===== src/rtl/ctrl_pkg.sv =====
// Shared types and encodings for the multicycle RV32I controller: states, opcodes,
// ALU codes, datapath mux selects and the instruction class decoded in DECODE.
package ctrl_pkg;

  typedef enum logic [2:0] {
    StFetch,
    StDecode,
    StExecute,
    StMem,
    StWb
  } state_e;

  typedef enum logic [2:0] {
    ClsIllegal,
    ClsR,
    ClsIAlu,
    ClsLoad,
    ClsStore,
    ClsBranch,
    ClsJal,
    ClsJalr
  } instr_class_e;

  localparam logic [6:0] OpR      = 7'b0110011;
  localparam logic [6:0] OpIAlu   = 7'b0010011;
  localparam logic [6:0] OpLoad   = 7'b0000011;
  localparam logic [6:0] OpStore  = 7'b0100011;
  localparam logic [6:0] OpBranch = 7'b1100011;
  localparam logic [6:0] OpJal    = 7'b1101111;
  localparam logic [6:0] OpJalr   = 7'b1100111;

  localparam logic [3:0] AluAdd  = 4'b0000;
  localparam logic [3:0] AluSub  = 4'b0001;
  localparam logic [3:0] AluSll  = 4'b0010;
  localparam logic [3:0] AluSlt  = 4'b0011;
  localparam logic [3:0] AluSltu = 4'b0100;
  localparam logic [3:0] AluXor  = 4'b0101;
  localparam logic [3:0] AluSrl  = 4'b0110;
  localparam logic [3:0] AluSra  = 4'b0111;
  localparam logic [3:0] AluOr   = 4'b1000;
  localparam logic [3:0] AluAnd  = 4'b1001;

  localparam logic [1:0] ImmI = 2'b00;
  localparam logic [1:0] ImmS = 2'b01;
  localparam logic [1:0] ImmB = 2'b10;
  localparam logic [1:0] ImmJ = 2'b11;

  localparam logic [1:0] RdAlu = 2'b00;
  localparam logic [1:0] RdMem = 2'b01;
  localparam logic [1:0] RdPc4 = 2'b10;

  localparam logic [1:0] PcPlus4 = 2'b00;
  localparam logic [1:0] PcImm   = 2'b01;
  localparam logic [1:0] PcAlu   = 2'b10;

  function automatic instr_class_e classify(logic [6:0] op);
    instr_class_e cls;
    case (op)
      OpR:      cls = ClsR;
      OpIAlu:   cls = ClsIAlu;
      OpLoad:   cls = ClsLoad;
      OpStore:  cls = ClsStore;
      OpBranch: cls = ClsBranch;
      OpJal:    cls = ClsJal;
      OpJalr:   cls = ClsJalr;
      default:  cls = ClsIllegal;
    endcase
    return cls;
  endfunction

endpackage


===== src/rtl/multicycle_controller_if.sv =====
// Controller <-> datapath/memory bundle: IR fields and comparator in, datapath
// controls and unified memory handshake out.
interface multicycle_controller_if;
  logic [6:0] opcode;
  logic [2:0] fun3;
  logic       fun7;
  logic       branch_taken;
  logic       mem_ready;
  logic       mem_en;
  logic       mem_we;
  logic       mem_addr_sel;
  logic       ir_write;
  logic       pc_write;
  logic [1:0] pc_src;
  logic       reg_write;
  logic [1:0] rd_sel;
  logic       operand_b;
  logic [1:0] imm_sel;
  logic [3:0] alu_control;
  logic       instr_done;
  logic       illegal_instr;
  logic       mem_fault;

  modport master (
    input  opcode, fun3, fun7, branch_taken, mem_ready,
    output mem_en, mem_we, mem_addr_sel, ir_write, pc_write, pc_src, reg_write, rd_sel,
           operand_b, imm_sel, alu_control, instr_done, illegal_instr, mem_fault
  );

  modport slave (
    output opcode, fun3, fun7, branch_taken, mem_ready,
    input  mem_en, mem_we, mem_addr_sel, ir_write, pc_write, pc_src, reg_write, rd_sel,
           operand_b, imm_sel, alu_control, instr_done, illegal_instr, mem_fault
  );
endinterface


===== src/rtl/alu_op_decoder.sv =====
// Maps instruction class plus fun3/fun7 to the ALU operation code for R-type,
// I-type ALU and branch compares; everything else adds.
module alu_op_decoder
  import ctrl_pkg::*;
(
  input  instr_class_e cls_i,
  input  logic [2:0]   fun3_i,
  input  logic         fun7_i,
  output logic [3:0]   alu_control_o
);

  always_comb begin
    alu_control_o = AluAdd;
    unique case (cls_i)
      ClsR, ClsIAlu: begin
        case (fun3_i)
          // Immediate ADDI has no SUB form; IR[30] is part of the immediate there.
          3'b000:  alu_control_o = (cls_i == ClsR && fun7_i) ? AluSub : AluAdd;
          3'b001:  alu_control_o = AluSll;
          3'b010:  alu_control_o = AluSlt;
          3'b011:  alu_control_o = AluSltu;
          3'b100:  alu_control_o = AluXor;
          3'b101:  alu_control_o = fun7_i ? AluSra : AluSrl;
          3'b110:  alu_control_o = AluOr;
          default: alu_control_o = AluAnd;
        endcase
      end
      ClsBranch: begin
        case (fun3_i[2:1])
          2'b00:   alu_control_o = AluSub;
          2'b10:   alu_control_o = AluSlt;
          2'b11:   alu_control_o = AluSltu;
          default: alu_control_o = AluAdd;
        endcase
      end
      default: ;
    endcase
  end

endmodule


===== src/rtl/multicycle_controller.sv =====
// Multicycle RV32I control FSM (FETCH/DECODE/EXECUTE/MEM/WB) with a unified memory
// handshake and a per-access wait timeout.
module multicycle_controller
  import ctrl_pkg::*;
#(
  parameter int unsigned MEM_TIMEOUT = 16
) (
  input logic                    clk,
  input logic                    rst,
  multicycle_controller_if.master bus
);

  localparam int unsigned CntW = (MEM_TIMEOUT > 1) ? $clog2(MEM_TIMEOUT) : 1;

  state_e          state_q, state_d;
  instr_class_e    class_q, class_d;
  logic [CntW-1:0] cnt_q, cnt_d;
  logic            timeout;
  logic [3:0]      alu_dec;

  logic       mem_en, mem_we, mem_addr_sel, ir_write, pc_write, reg_write;
  logic       operand_b, instr_done, illegal_instr, mem_fault;
  logic [1:0] pc_src, rd_sel, imm_sel;
  logic [3:0] alu_control;

  alu_op_decoder u_alu_dec (
    .cls_i         (class_q),
    .fun3_i        (bus.fun3),
    .fun7_i        (bus.fun7),
    .alu_control_o (alu_dec)
  );

  // Fires on the MEM_TIMEOUT-th consecutive waiting cycle; a ready in that cycle wins.
  assign timeout = (MEM_TIMEOUT != 0) && (32'(cnt_q) == MEM_TIMEOUT - 1) && !bus.mem_ready;

  always_comb begin
    state_d       = state_q;
    class_d       = class_q;
    cnt_d         = '0;
    mem_en        = 1'b0;
    mem_we        = 1'b0;
    mem_addr_sel  = 1'b0;
    ir_write      = 1'b0;
    pc_write      = 1'b0;
    pc_src        = PcPlus4;
    reg_write     = 1'b0;
    rd_sel        = RdAlu;
    operand_b     = 1'b0;
    imm_sel       = ImmI;
    alu_control   = AluAdd;
    instr_done    = 1'b0;
    illegal_instr = 1'b0;
    mem_fault     = 1'b0;

    if (!rst) begin
      unique case (state_q)
        StFetch: begin
          mem_en = 1'b1;
          if (bus.mem_ready) begin
            ir_write = 1'b1;
            state_d  = StDecode;
          end else if (timeout) begin
            mem_fault = 1'b1;
          end
        end
        StDecode: begin
          class_d = classify(bus.opcode);
          if (class_d == ClsIllegal) begin
            illegal_instr = 1'b1;
            pc_write      = 1'b1;
            state_d       = StFetch;
          end else begin
            state_d = StExecute;
          end
        end
        StExecute: begin
          alu_control = alu_dec;
          state_d     = StWb;
          unique case (class_q)
            ClsIAlu, ClsLoad, ClsJalr: operand_b = 1'b1;
            ClsStore: begin
              operand_b = 1'b1;
              imm_sel   = ImmS;
            end
            ClsBranch: begin
              imm_sel    = ImmB;
              pc_write   = 1'b1;
              pc_src     = bus.branch_taken ? PcImm : PcPlus4;
              instr_done = 1'b1;
            end
            ClsJal:  imm_sel = ImmJ;
            default: ;
          endcase
          if (class_q == ClsBranch || class_q == ClsIllegal) begin
            state_d = StFetch;
          end else if (class_q == ClsLoad || class_q == ClsStore) begin
            state_d = StMem;
          end
        end
        StMem: begin
          mem_en       = 1'b1;
          mem_addr_sel = 1'b1;
          mem_we       = (class_q == ClsStore);
          if (bus.mem_ready) begin
            if (class_q == ClsStore) begin
              pc_write   = 1'b1;
              instr_done = 1'b1;
              state_d    = StFetch;
            end else begin
              state_d = StWb;
            end
          end else if (timeout) begin
            // Abandon the access: skip the PC past it without retiring.
            mem_fault = 1'b1;
            pc_write  = 1'b1;
            state_d   = StFetch;
          end
        end
        StWb: begin
          reg_write  = 1'b1;
          pc_write   = 1'b1;
          instr_done = 1'b1;
          state_d    = StFetch;
          unique case (class_q)
            ClsLoad: rd_sel = RdMem;
            ClsJal: begin
              rd_sel  = RdPc4;
              pc_src  = PcImm;
              imm_sel = ImmJ;
            end
            ClsJalr: begin
              rd_sel = RdPc4;
              pc_src = PcAlu;
            end
            default: ;
          endcase
        end
        default: state_d = StFetch;
      endcase

      if ((state_q == StFetch || state_q == StMem) && (state_d == state_q) &&
          !bus.mem_ready && !timeout && (MEM_TIMEOUT != 0)) begin
        cnt_d = cnt_q + CntW'(1);
      end
    end
  end

  always_ff @(posedge clk) begin
    if (rst) begin
      state_q <= StFetch;
      class_q <= ClsIllegal;
      cnt_q   <= '0;
    end else begin
      state_q <= state_d;
      class_q <= class_d;
      cnt_q   <= cnt_d;
    end
  end

  assign bus.mem_en        = mem_en;
  assign bus.mem_we        = mem_we;
  assign bus.mem_addr_sel  = mem_addr_sel;
  assign bus.ir_write      = ir_write;
  assign bus.pc_write      = pc_write;
  assign bus.pc_src        = pc_src;
  assign bus.reg_write     = reg_write;
  assign bus.rd_sel        = rd_sel;
  assign bus.operand_b     = operand_b;
  assign bus.imm_sel       = imm_sel;
  assign bus.alu_control   = alu_control;
  assign bus.instr_done    = instr_done;
  assign bus.illegal_instr = illegal_instr;
  assign bus.mem_fault     = mem_fault;

endmodule


===== src/flat_wrapper.sv =====
// flat-port wrapper written by rule: the top's interface ports become plain ports
module multicycle_controller_flat import ctrl_pkg::*;
#(
  parameter int unsigned MEM_TIMEOUT = 16
)
  (clk, rst, bus_opcode, bus_fun3, bus_fun7, bus_branch_taken, bus_mem_ready, bus_mem_en, bus_mem_we, bus_mem_addr_sel, bus_ir_write, bus_pc_write, bus_pc_src, bus_reg_write, bus_rd_sel, bus_operand_b, bus_imm_sel, bus_alu_control, bus_instr_done, bus_illegal_instr, bus_mem_fault);
  multicycle_controller_if bus_i ();
  input logic clk;
  input logic rst;
  input wire logic [$bits(bus_i.opcode)-1:0] bus_opcode;
  input wire logic [$bits(bus_i.fun3)-1:0] bus_fun3;
  input wire logic [$bits(bus_i.fun7)-1:0] bus_fun7;
  input wire logic [$bits(bus_i.branch_taken)-1:0] bus_branch_taken;
  input wire logic [$bits(bus_i.mem_ready)-1:0] bus_mem_ready;
  output wire logic [$bits(bus_i.mem_en)-1:0] bus_mem_en;
  output wire logic [$bits(bus_i.mem_we)-1:0] bus_mem_we;
  output wire logic [$bits(bus_i.mem_addr_sel)-1:0] bus_mem_addr_sel;
  output wire logic [$bits(bus_i.ir_write)-1:0] bus_ir_write;
  output wire logic [$bits(bus_i.pc_write)-1:0] bus_pc_write;
  output wire logic [$bits(bus_i.pc_src)-1:0] bus_pc_src;
  output wire logic [$bits(bus_i.reg_write)-1:0] bus_reg_write;
  output wire logic [$bits(bus_i.rd_sel)-1:0] bus_rd_sel;
  output wire logic [$bits(bus_i.operand_b)-1:0] bus_operand_b;
  output wire logic [$bits(bus_i.imm_sel)-1:0] bus_imm_sel;
  output wire logic [$bits(bus_i.alu_control)-1:0] bus_alu_control;
  output wire logic [$bits(bus_i.instr_done)-1:0] bus_instr_done;
  output wire logic [$bits(bus_i.illegal_instr)-1:0] bus_illegal_instr;
  output wire logic [$bits(bus_i.mem_fault)-1:0] bus_mem_fault;
  assign bus_i.opcode = bus_opcode;
  assign bus_i.fun3 = bus_fun3;
  assign bus_i.fun7 = bus_fun7;
  assign bus_i.branch_taken = bus_branch_taken;
  assign bus_i.mem_ready = bus_mem_ready;
  assign bus_mem_en = bus_i.mem_en;
  assign bus_mem_we = bus_i.mem_we;
  assign bus_mem_addr_sel = bus_i.mem_addr_sel;
  assign bus_ir_write = bus_i.ir_write;
  assign bus_pc_write = bus_i.pc_write;
  assign bus_pc_src = bus_i.pc_src;
  assign bus_reg_write = bus_i.reg_write;
  assign bus_rd_sel = bus_i.rd_sel;
  assign bus_operand_b = bus_i.operand_b;
  assign bus_imm_sel = bus_i.imm_sel;
  assign bus_alu_control = bus_i.alu_control;
  assign bus_instr_done = bus_i.instr_done;
  assign bus_illegal_instr = bus_i.illegal_instr;
  assign bus_mem_fault = bus_i.mem_fault;
  multicycle_controller #(.MEM_TIMEOUT(MEM_TIMEOUT)) u_core (.clk(clk), .rst(rst), .bus(bus_i));
endmodule

===== config.mk =====
export PLATFORM = sky130hd
export DESIGN_NAME = multicycle_controller_flat
export DESIGN_NICKNAME = d
export VERILOG_FILES = /design/src/rtl/ctrl_pkg.sv /design/src/rtl/multicycle_controller_if.sv /design/src/rtl/alu_op_decoder.sv /design/src/rtl/multicycle_controller.sv /design/src/flat_wrapper.sv
export SDC_FILE = /design/constraint.sdc
export NUM_CORES = 1
export LEC_CHECK = 0
export CORE_MARGIN = 4
export CORE_UTILIZATION = 44
export DETAILED_ROUTE_END_ITERATION = 8
export PLACE_DENSITY = 0.76
export SETUP_SLACK_MARGIN = 0.2
export SLEW_MARGIN = 5
export SYNTH_ARGS = -nofsm -noshare
export SYNTH_HDL_FRONTEND = slang
export SYNTH_HIERARCHICAL = 1
export SYNTH_SLANG_ARGS = --single-unit

===== constraint.sdc =====
create_clock -name clk -period 1.8 [get_ports clk]
set_input_delay 0.27 -clock clk [delete_from_list [all_inputs] [get_ports clk]]
set_output_delay 0.27 -clock clk [all_outputs]
set_load 0.02 [all_outputs]

Word-level counts from Yosys, hierarchy flattened --
Cells that the tools add are included. Widths: inputs -> output; s select.
Storage, ports and cells: output and inout bits 20, input port bits 15, register bits 10, word-level logic and storage cells 113
Operators by class: muxes and demuxes 60, bitwise gates (word level) 1, add/subtract/negate cells 1, reduce and logical (&&, ||, !) cells 20, eq/ne operators 28
Operator list (number):
- $mux 1 | 30
- $pmux 4 s7 | 1
- $mux 3 | 9
- $eq 3x3->1 const B | 8
- $eq 7x7->1 const B | 3
- $pmux 3 s7 | 1
- $eq 3x2->1 const B | 6
- $pmux 2 s2 | 4
- $eq 7x6->1 const B | 2
- $mux 2 | 7
- $logic_not 3->1 | 4
- $pmux 3 s4 | 1
- $eq 3x1->1 const B | 3
- $pmux 3 s3 | 1
- $mux 4 | 2
- $pmux 4 s2 | 1
- $reduce_or 2->1 | 4
- $eq 7x2->1 const B | 1
- $eq 7x5->1 const B | 1
- $pmux 2 s3 | 1
- $logic_and 1x1->1 | 5
- $add 4x1->4 const B | 1
- $eq 2x2->1 const B | 2
- $eq 4x4->1 const B | 1
- 8 further kinds | 11

Logic depth before layout (Yosys ltp) --
depth in word-level cells 14, depth in mapped cells 5, depth with buffers taken out 5

Modules after synthesis --
The synthesis kept the hierarchy.
By module, submodules not included:
- multicycle_controller | cells an instance 110, times used 1, sequential area each 200.2 sq um, area each 815.8 sq um
- alu_op_decoder | cells an instance 21, times used 1, sequential area each 0.0 sq um, area each 126.4 sq um

Worst setup path after synthesis --
Ideal clock, no wire load.
path type reg2out, from reg u_core.state_q[1], to out bus_mem_fault, required time 1.530 ns, cell stages (with the launch flop) 5, arrival time 1.943 ns, path buffers 1, path slack -0.413 ns, cell sequence dfxtp_1 clkbuf_1 xor2_1 nor3_1 nor3b_1
On the way: longest elaborated chain between the ends 4, elaborated cells on any way between the ends 5
Ends and longest elaborated chain:
- start, declared | line multicycle_controller.sv:15 | state_e state_q, state_d;
- start signal, assigned | line multicycle_controller.sv:150 | state_q <= StFetch;
- start signal, assigned | line multicycle_controller.sv:154 | state_q <= state_d;
- $eq 3x2->1 / $logic_not 3->1 (equally long branches) | line multicycle_controller.sv:56 | unique case (state_q)
- $reduce_or 2->1 (no line) *
- $mux 1 *
- $mux 1 * | line multicycle_controller.sv:55 | if (!rst) begin
- end, declared | line flat_wrapper.sv:28 | output wire logic [$bits(bus_i.mem_fault)-1:0] bus_mem_fault;
Every way passes the cells marked *; elsewhere a longest branch is shown, timed or not.

Final worst setup path --
from reg u_core.state_q[1], to out bus_illegal_instr
On the way: longest elaborated chain between the ends 3
Ends and longest elaborated chain:
- $eq 3x1->1 | line multicycle_controller.sv:56
- $mux 1 | line multicycle_controller.sv:56
- $mux 1 | line multicycle_controller.sv:55
- end, declared | line flat_wrapper.sv:27 | output wire logic [$bits(bus_i.illegal_instr)-1:0] bus_illegal_instr;
Every way passes these cells.

==> summary.md <==
| Metric | Value |
|---|---|
| CP Class | reg -> out |
| CTS Hold Buffers Added | 0 |
| DP HPWL | about 2500 microns |
| GR Util All Layers | 0.319 |
| Root Buffer | clkbuf_4 |
| Nets@finish | ~230 |
| Post-synth cell types | 45 |
| Path depth of the worst reg2reg path | 5 |
| Crit start category | flip-flop |
| Outcome | finished, violations left |
| F_max | around 500 MHz |
| Post-synth ARST share | 0 |
| Final period util | 1.12 |
| Global-route wire length before repair | around 6700 microns |
| Die height | 54.3 microns |
| Slowest CP cell | nor3b_2 |
| Mapped Area | roughly 940 sq um |
| CP cell instances | buf_4 > nor3b_2 > o21ai_2 > nor2_1 > buf_4 |
| Placed instance area | around 0.0016 sq mm |
| Fin. max-slew vios | 0 |
| Maximum buffer depth of the clock tree | 2 |
| Core Area | around 0.002 sq mm |
| Final Setup Violations | 10 |
| PD cells | a little under 400 mW/mm^2 |
| EDFF count, synth | 0 |
| PortBufs | 34 |
| Initial DRC count | around 150 |
| Worst-path clk slew | 0.08 ns |
| CTS tree | built |
| Share of cells above drive strength 1 | 0.575 |
| Inst Count DP | between 200 and 250 |
| Max-cap violations | 0 |
| Measured slew at the worst slew-check pin | around 0.43 ns |
| Syn_area_per_cell | just over 7 sq um |
| Worst-path fanout max | 4 |
| Main synth FF type | dfxtp_1 |
| Peak VDD IR | roughly 0.37 mV |
| Syn-to-layout area delta | 107% |
| ANT nets after route | 0 |
| Boundary Pins | 35 |
| Final Worst Setup Slack | -0.222 ns |
| P_leak | about 0.00083 uW |
| RR Endpoint | u_core/state_q[0] |
| Grt ovf | 0 |
| Post-Route WL | between 6000 and 7000 microns |
| FP Rows | 16 |
| Core Util, Final | 0.973 |
| Worst-skew pair later-pin latency | 0.29 ns |
| WL/cell | roughly 26 microns |
| Critical Path Sink Type | primary output |
| Vias in the first global route | between 1,000 and 1,500 |
| Design area | 0.00195 sq mm |
| Pin count of the biggest net entering global routing | 9 |
| FF-to-FF setup slack | 0.08 ns |
| Hold Path Depth | 2 |
| Clk sinks | 10 |
| Total negative slack | -1.01 ns |
| Post-synthesis cell count | between 100 and 150 |
| Layout Cells excl Fill | 239 |
| Hold_sp | u_core/class_q[2] |
| Initial antenna violation count | 0 |
| Die W | about 54 microns |
| WHS Endpoint | u_core/class_q[2] |
| CP arrival | about 1.8 ns |
| RSZ-0062 raised after global routing | true |
| Max stage delay on crit path | between 0.3 and 0.4 ns |
| Register bit total from synthesis | 10 |
| Worst r2r src | u_core/cnt_q[0] |
| Clk_skew | about 0.0018 ns |
| Critical Path RT | 1.53 ns |
| Die area | around 0.0029 sq mm |
| Fin. Hold Viols | 0 |
| Antenna cells | 0 |
| Placer Congestion | 0.870 |
| Syn nets | about 150 |
| Hold Path Class | reg -> reg |
| Seq/Total Area, Yosys | 0.212 |
| Yosys warnings | 6 |
| Worst path most repeated cell | buf_4 |
| DRT Pass-1 Iters | 5 |
| DRC Markers | 0 |
| Vias per cell | just under 7 |
| Inserted Clock Buffers | 3 |
| Vias | 1,631 |
| CTS H-tree lvls | 1 |
| Period minus WS final | roughly 2.0 ns |
| Failing checks | setup timing |
| Initial Util | 0.471 |
| Rel. slew slack | 0.709 |
flip-flops by register name, summed over array words and instances, names as in the netlist:
signal / flops
u_core/cnt_q: 4
u_core/class_q: 3
u_core/state_q: 3
cells in the mapped netlist, drive strengths merged (2+ instances only):
library cell	n	area [sq um]
a211oi	2	15.0
a21oi	9	45.0
a31oi	3	18.8
and2	6	37.5
and3	4	25.0
buf	4	22.5
clkbuf	4	15.0
dfxtp	10	200
inv	3	11.3
nand2	11	41.3
nand2b	3	18.8
nand3	3	15.0
nand3b	3	22.5
nor2	14	52.6
nor2b	8	50.1
nor3	3	15.0
nor3b	4	30.0
o21ai	5	25.0
o32ai	2	17.5
or2	2	12.5
or3	2	12.5
or3b	2	22.5
xor2	4	35.0
cell families after synthesis:
kind of cell	after synthesis	synth area share
AND/OR/NAND/NOR	72	0.444
AO/OA/AOI/OAI	31	0.222
buffers and inverters	11	0.0518
flip-flops	10	0.212
XOR/XNOR	5	0.0465
adder cells (fa/ha/maj)	2	0.0239
power breakdown:
| group | switching (uW) | leakage [uW] | total [uW] | internal [uW] |
|---|---|---|---|---|
| Combinational | 160 | 0.000726 | 308 | 148 |
| Clock | 105 | 0.0000210 | 229 | 123 |
| Sequential | 10.4 | 0.0000858 | 234 | 224 |
per-stage QoR:
| step | total power [uW] | hold WS, ns | setup WS (ns) |
|---|---|---|---|
| global route | 788 | 0.547 | -0.237 |
| floorplan | 341 | 0.418 | 0.167 |
| finish | 771 | 0.537 | -0.222 |
| global placement | 446 | 0.468 | -0.526 |
| detailed placement | 454 | 0.475 | -0.587 |
| CTS | 681 | 0.488 | -0.00958 |
final cells by class:
| cell class | instances | area, sq um |
|---|---|---|
| inverter | 3 | 11.3 |
| fill | 33 | 53.8 |
| multi-input combinational | 110 | 906 |
| sequential | 10 | 221 |
| clock buffer | 4 | 36.3 |
| tap | 27 | 33.8 |
| timing repair buffer | 85 | 739 |
worst max-delay path: cells and delay by family (launching register included):
| family | cells | cell delay, ns |
|---|---|---|
| AOI/OAI and AO/OA | 1 | 0.17 |
| buffers and inverters | 2 | 0.32 |
| DFF | 1 | 0.37 |
| and+or+nand+nor | 2 | 0.60 |
cells in the final DEF, fill, tap and decap left out, types with 4 or more instances in the layout:
| cell type | count |
|---|---|
| clkdlybuf4s50_1 | 4 |
| nor2_1 | 9 |
| nor2b_1 | 4 |
| a21oi_1 | 9 |
| dfxtp_4 | 5 |
| nand2_1 | 9 |
| buf_6 | 22 |
| dlygate4sd2_1 | 9 |
| buf_4 | 49 |
| and2_1 | 4 |
layer usage:
metal / share of wire / GRT usage
met2: 0.44 / 0.560
met4: 0.11 / 0.178
met5: 0 / 0
met3: 0.13 / 0.0981
met1: 0.32 / 0.336
what timing repair did:
action,4_1_cts,5_1_grt
resized for setup,140,40
setup endpoints to repair,21,22
buffers inserted,5,8
cloned,0,0
pin swaps,19,18
worst max path at each step:
stage	startpoint	slack, ns	to
floorplan	u_core/state_q[0]	0.17	bus_pc_src[1]
global placement	rst	-0.53	bus_pc_src[1]
detailed placement	bus_fun3[2]	-0.59	bus_alu_control[0]
CTS	u_core/state_q[1]	-0.01	bus_pc_src[1]
global route	u_core/state_q[1]	-0.24	bus_illegal_instr
finish	u_core/state_q[1]	-0.22	bus_illegal_instr
Note: power is estimated with default switching activity, not from simulation.
